File: config.mk
export PLATFORM = sky130hd
export DESIGN_NAME = encoder_8to3_seq_flat
export DESIGN_NICKNAME = d
export VERILOG_FILES = /design/src/rtl/encoder_8to3_seq_if.sv /design/src/rtl/encoder_8to3_seq.sv /design/src/flat_wrapper.sv
export SDC_FILE = /design/constraint.sdc
export NUM_CORES = 1
export LEC_CHECK = 0
export CORE_MARGIN = 8
export CORE_UTILIZATION = 30
export CTS_CLUSTER_DIAMETER = 30
export CTS_CLUSTER_SIZE = 28
export DETAILED_ROUTE_END_ITERATION = 10
export GPL_TIMING_DRIVEN = 0
export PLACE_DENSITY = 0.62
export SLEW_MARGIN = 20
export SYNTH_ARGS = -nofsm -noshare
export SYNTH_HDL_FRONTEND = slang
export SYNTH_SLANG_ARGS = --single-unit
File: constraint.sdc
create_clock -name clk -period 8.3 [get_ports clk]
set_input_delay 2.49 -clock clk [delete_from_list [all_inputs] [get_ports clk]]
set_output_delay 2.49 -clock clk [all_outputs]
set_load 0.1 [all_outputs]
File: src/rtl/encoder_8to3_seq_if.sv
// Handshake bundle for encoder_8to3_seq.
// The producer side offers an 8-bit request vector with valid/ready.
// The consumer side receives one index per transfer with valid/ready.
interface encoder_8to3_seq_if;
    logic       enable;
    logic       in_valid;
    logic [7:0] in;
    logic       in_ready;
    logic       out_valid;
    logic       out_ready;
    logic [2:0] out;
    logic       out_last;
    logic [3:0] out_remain;
    logic       err_zero;

    // Environment side: drives requests and consumer readiness.
    modport master (
        output enable,
        output in_valid,
        output in,
        output out_ready,
        input  in_ready,
        input  out_valid,
        input  out,
        input  out_last,
        input  out_remain,
        input  err_zero
    );

    // Encoder side.
    modport slave (
        input  enable,
        input  in_valid,
        input  in,
        input  out_ready,
        output in_ready,
        output out_valid,
        output out,
        output out_last,
        output out_remain,
        output err_zero
    );
endinterface

File: src/rtl/encoder_8to3_seq.sv
// Sequential 8-to-3 priority encoder.
// An accepted request vector is captured into a pending register. The
// pending set bits are then emitted one index per transfer, lowest index
// first. A new vector is only taken once every bit of the previous one has
// been handed to the consumer. An all-zero vector raises a one-cycle
// err_zero pulse and produces no output.
module encoder_8to3_seq (
    input  logic                clk,
    input  logic                rst,
    encoder_8to3_seq_if.slave   bus
);

    typedef enum logic {
        IDLE = 1'b0,
        EMIT = 1'b1
    } state_t;

    state_t     state_q;
    state_t     state_d;
    logic [7:0] pend_q;
    logic [7:0] pend_d;
    logic       err_zero_q;
    logic       err_zero_d;

    // Combinational views of the pending register.
    logic [7:0] lowest_oh;
    logic [2:0] lowest_idx;
    logic [3:0] pend_count;
    logic       in_ready_c;
    logic       accept;
    logic       emit_c;
    logic       last_c;

    // One-hot of the lowest set pending bit. Each bit looks only at the
    // bits below it through a constant mask. This avoids a ripple chain
    // that would feed back into the same vector.
    generate
        for (genvar gi = 0; gi < 8; gi++) begin : g_lowest
            localparam logic [7:0] BELOW_MASK = 8'((9'd1 << gi) - 9'd1);
            assign lowest_oh[gi] = pend_q[gi] & ~(|(pend_q & BELOW_MASK));
        end
    endgenerate

    // Encode the one-hot into a binary index. Bit b of the index is set
    // when the hot position has bit b set.
    assign lowest_idx = {|(lowest_oh & 8'hF0),
                         |(lowest_oh & 8'hCC),
                         |(lowest_oh & 8'hAA)};

    // Popcount of the pending bits. This count includes the index currently shown.
    always_comb begin
        pend_count = 4'd0;
        for (int i = 0; i < 8; i++) begin
            pend_count = pend_count + {3'b000, pend_q[i]};
        end
    end

    assign emit_c     = (state_q == EMIT);
    assign last_c     = emit_c && (pend_count == 4'd1);
    assign in_ready_c = (state_q == IDLE) && bus.enable;
    assign accept     = bus.in_valid && in_ready_c;

    // Next-state and pending-register update.
    // Inputs on the request side are ignored outside IDLE, so toggling
    // enable or in_valid mid-emission has no effect.
    always_comb begin
        state_d    = state_q;
        pend_d     = pend_q;
        err_zero_d = 1'b0;
        case (state_q)
            IDLE: begin
                if (accept) begin
                    if (bus.in != 8'h00) begin
                        pend_d  = bus.in;
                        state_d = EMIT;
                    end else begin
                        err_zero_d = 1'b1;
                    end
                end
            end
            EMIT: begin
                if (bus.out_ready) begin
                    pend_d = pend_q & ~lowest_oh;
                    if (last_c) begin
                        state_d = IDLE;
                    end
                end
            end
            default: begin
                state_d = IDLE;
                pend_d  = 8'h00;
            end
        endcase
    end

    // State, pending and error-pulse registers. Reset clears everything,
    // so no stale index can appear after it is released.
    always_ff @(posedge clk or posedge rst) begin
        if (rst) begin
            state_q    <= IDLE;
            pend_q     <= 8'h00;
            err_zero_q <= 1'b0;
        end else begin
            state_q    <= state_d;
            pend_q     <= pend_d;
            err_zero_q <= err_zero_d;
        end
    end

    // Outputs come straight from the registers, so they clear as soon as
    // reset is asserted. They are forced to zero while the FSM is idle.
    assign bus.in_ready   = in_ready_c;
    assign bus.out_valid  = emit_c;
    assign bus.out        = emit_c ? lowest_idx : 3'd0;
    assign bus.out_remain = emit_c ? pend_count : 4'd0;
    assign bus.out_last   = last_c;
    assign bus.err_zero   = err_zero_q;

endmodule

File: src/flat_wrapper.sv
// flat-port wrapper written by rule: the top's interface ports become plain ports
module encoder_8to3_seq_flat 
  (clk, rst, bus_enable, bus_in_valid, bus_in, bus_out_ready, bus_in_ready, bus_out_valid, bus_out, bus_out_last, bus_out_remain, bus_err_zero);
  encoder_8to3_seq_if bus_i ();
  input  logic clk;
  input  logic rst;
  input wire logic [$bits(bus_i.enable)-1:0] bus_enable;
  input wire logic [$bits(bus_i.in_valid)-1:0] bus_in_valid;
  input wire logic [$bits(bus_i.in)-1:0] bus_in;
  input wire logic [$bits(bus_i.out_ready)-1:0] bus_out_ready;
  output wire logic [$bits(bus_i.in_ready)-1:0] bus_in_ready;
  output wire logic [$bits(bus_i.out_valid)-1:0] bus_out_valid;
  output wire logic [$bits(bus_i.out)-1:0] bus_out;
  output wire logic [$bits(bus_i.out_last)-1:0] bus_out_last;
  output wire logic [$bits(bus_i.out_remain)-1:0] bus_out_remain;
  output wire logic [$bits(bus_i.err_zero)-1:0] bus_err_zero;
  assign bus_i.enable = bus_enable;
  assign bus_i.in_valid = bus_in_valid;
  assign bus_i.in = bus_in;
  assign bus_i.out_ready = bus_out_ready;
  assign bus_in_ready = bus_i.in_ready;
  assign bus_out_valid = bus_i.out_valid;
  assign bus_out = bus_i.out;
  assign bus_out_last = bus_i.out_last;
  assign bus_out_remain = bus_i.out_remain;
  assign bus_err_zero = bus_i.err_zero;
  encoder_8to3_seq u_core (.clk(clk), .rst(rst), .bus(bus_i));
endmodule
==> impl_metrics.toml <==
[global_routing]
grt_pass1_vias = 817
grt_max_degree = 11
antenna_found_initial = 0
grt_pass1_wl_um = 3650
grt-ovfl-total = 0
grtUsageTotal_pct = 9.86

[finish]
layout.nets = 145
n_antenna_cell = 0
drive_gt1_share_pct = 5.79
area_growth_pct = 35.2
fillers = 279

[clocking]
ctsHoldBuffers = 0
cts_resized = 0
cts.path.max_buffers = 2
numCtsBuffers = 3
clk_pin_slew_ns = 0.06
h-tree-depth = 1
clock-sinks = 10
cts_tree = "built"
clock_latency_ns = 0.26
cts-root-buf = "clkbuf_4"
postCtsSetupRepairBufs = 0

[die]
die_area_mm2 = 0.00470
initial_core_util_pct = 30.8
placementRows = 19
dieHeight_um = 68.5
die-width_um = 68.5
core_area_mm2 = 0.00269
pin_count = 24

[sta]
worst_slew_pin_slew_ns = 0.982
tns_ns = 0
finalCritPeriodShare_pct = 81.7
maxClockFrequency_ghz = 0.147
finClkSkew_ns = 0.000390
finalSetupViolCount = 0
final_hold_viol_count = 0
rsz0062_at_grt = "false"
slew_headroom_pct = 34.4
finalMaxSlewViolations = 0
fin_crit_ns = 6.78

[synth]
synth_seq_area_share_pct = 30.2
async_reset_ff_share_pct = 100
syn-cell-area_um2 = 828
synth_seq_cells = 10
synth_area_leaders = "dfrtp_1 30%, fa_1 9.7%, ha_1 7.6%, inv_1 6.8%, nand2_1 5.9%"
synth_flop_cell = "dfrtp_1"
synthesis.instances = 95
syn_area_per_cell_um2 = 8.72
synth-edff-count = 0
synth_cell_types = 34
syn_nets = 117
yosysTopAreaCell = "dfrtp_1"
synth_top_area_share_pct = 30.2
ys_warn_count = 0

[drt]
drc_errors = 0
drtIter0Drc = 40
drtAntennaViolNets = 0
dr_total_vias = 797
wl_per_cell_um = 14.1
vias_per_cell = 5.24
firstDrtPassIters = 4
wl_um = 2140

[place]
gp_congestion = 0.788
port_buffers = 23
dp_hpwl_um = 1730

[worst_setup_path]
cpMostUsedCell = "fa_1"
cp-endpoint = "bus_out_last"
start_kind = "register"
critPathLaunch = "u_core.pend_q[0]"
arrival_ns = 4.29
cp_data_required_time_ns = 5.81
cp_slowest_cell = "clkdlybuf4s50_1"
cp_max_fo = 3
critPathCaptureType = "output pin"
timing.rr.start = "u_core.pend_q[0]"
critPathMaxStageDelay_ns = 1.17
ff2ff_setup_slack_ns = 5.08
reg2regPathDepth = 10
r2r_end = "u_core.bus.out_valid"
crit_chain = "inv_1 -> ha_1 -> inv_1 -> fa_1 -> fa_1 -> fa_1 -> inv_1 -> fa_1 -> nor3b_1 -> clkdlybuf4s50_1"
crit_type = "register to output pin"

[job]
drv_cap = 0

[run_status]
status = "finished clean"

[worst_hold_path]
hp-class = "register to register"
==> per-layer routing <==
| metal | wire, um | up-vias | track usage (%) |
|---|---|---|---|
| li1 | - | 382 | - |
| met1 | 874 | 381 | 11.0 |
| met2 | 1020 | 32 | 16.7 |
| met3 | 239 | 2 | 5.01 |
| met4 | 3 | 0 | 1.53 |
| met5 | 0 | - | 0 |
==> state kept, by name, summed over array words and instances (netlist names) <==
| signal | count |
|---|---|
| u_core.bus.out_valid | 1 |
| u_core.bus.err_zero | 1 |
| u_core.pend_q | 8 |
==> cell usage after synthesis, drive strengths merged, types with 2 or more instances <==
cell    count
a21oi       3
a32o        2
a32oi       2
and2        4
clkbuf      4
dfrtp      10
fa          4
ha          5
inv        15
mux2i       2
nand2      13
nor2        2
nor2b       2
nor4        2
o211ai      3
o21ai       4
o41ai       2
==> cell type report <==
type | count | area [um2] | area share [%]
Inverter | 15 | 56.3 | 5.03
Sequential cell | 10 | 250 | 22.3
Tap cell | 31 | 38.8 | 3.46
Buffer | 5 | 20.0 | 1.79
Timing Repair Buffer | 23 | 230 | 20.6
Multi-Input combinational cell | 65 | 502 | 44.8
Clock buffer | 3 | 22.5 | 2.01
==> layout by cell type (no fill, tap or decap), drive strengths merged, types with 2 or more instances in the layout <==
cell type | netlist | layout
mux2i | 2 | 2
nor4 | 2 | 2
fa | 4 | 4
and2 | 4 | 4
ha | 5 | 5
clkbuf | 4 | 7
clkdlybuf4s50 | 0 | 23
o211ai | 3 | 3
a32o | 2 | 2
nor2 | 2 | 2
nor2b | 2 | 2
o21ai | 4 | 4
dfrtp | 10 | 10
nand2 | 13 | 13
inv | 15 | 15
o41ai | 2 | 2
a32oi | 2 | 2
a21oi | 3 | 3
==> kinds of logic after synthesis <==
logic type | Yosys count | share of synthesized area [%]
compound gates | 22 | 19.9
xor+xnor | 1 | 1.06
fa+ha+maj | 9 | 17.2
buf+inv | 20 | 9.21
flops | 10 | 30.2
mux | 2 | 2.42
simple gates | 31 | 19.9
==> worst max-delay path, delay by kind of cell, from the launching register on <==
family / cells / cell delay (ns)
adder cells (fa/ha/maj): 5 / 2.04
buffers and inverters: 4 / 1.37
flip-flops: 1 / 0.39
AND/OR/NAND/NOR: 1 / 0.23
==> how the worst min path moves through the flow <==
stage / to / startpoint / depth (start not counted)
after floorplan: u_core.pend_q[0] / u_core.pend_q[0] / 2
after global placement: u_core.pend_q[2] / u_core.pend_q[2] / 1
after detailed placement: u_core.pend_q[2] / u_core.pend_q[2] / 1
after CTS: u_core.pend_q[3] / u_core.pend_q[3] / 1
after global routing: u_core.pend_q[0] / u_core.pend_q[0] / 2
final: u_core.pend_q[0] / u_core.pend_q[0] / 2
==> through the flow <==
step | cells | area (um2) | hold WS, ns | util (%) | setup slack [ns]
final | 152 | 1120 | 0.585 | 41.7 | 1.52
after global routing | 152 | 1120 | 0.608 | 41.7 | 1.30
after CTS | 152 | 1120 | 0.589 | 41.7 | 1.49
after detailed placement | 149 | 1100 | 0.576 | 40.8 | 1.57
after global placement | 149 | 1100 | 0.567 | 40.8 | 1.59
after floorplan | 95 | 828 | 0.524 | - | 0.0499
Power is not shown: default switching activity piles up to over one toggle a cycle in this logic, so the estimate is an artifact.
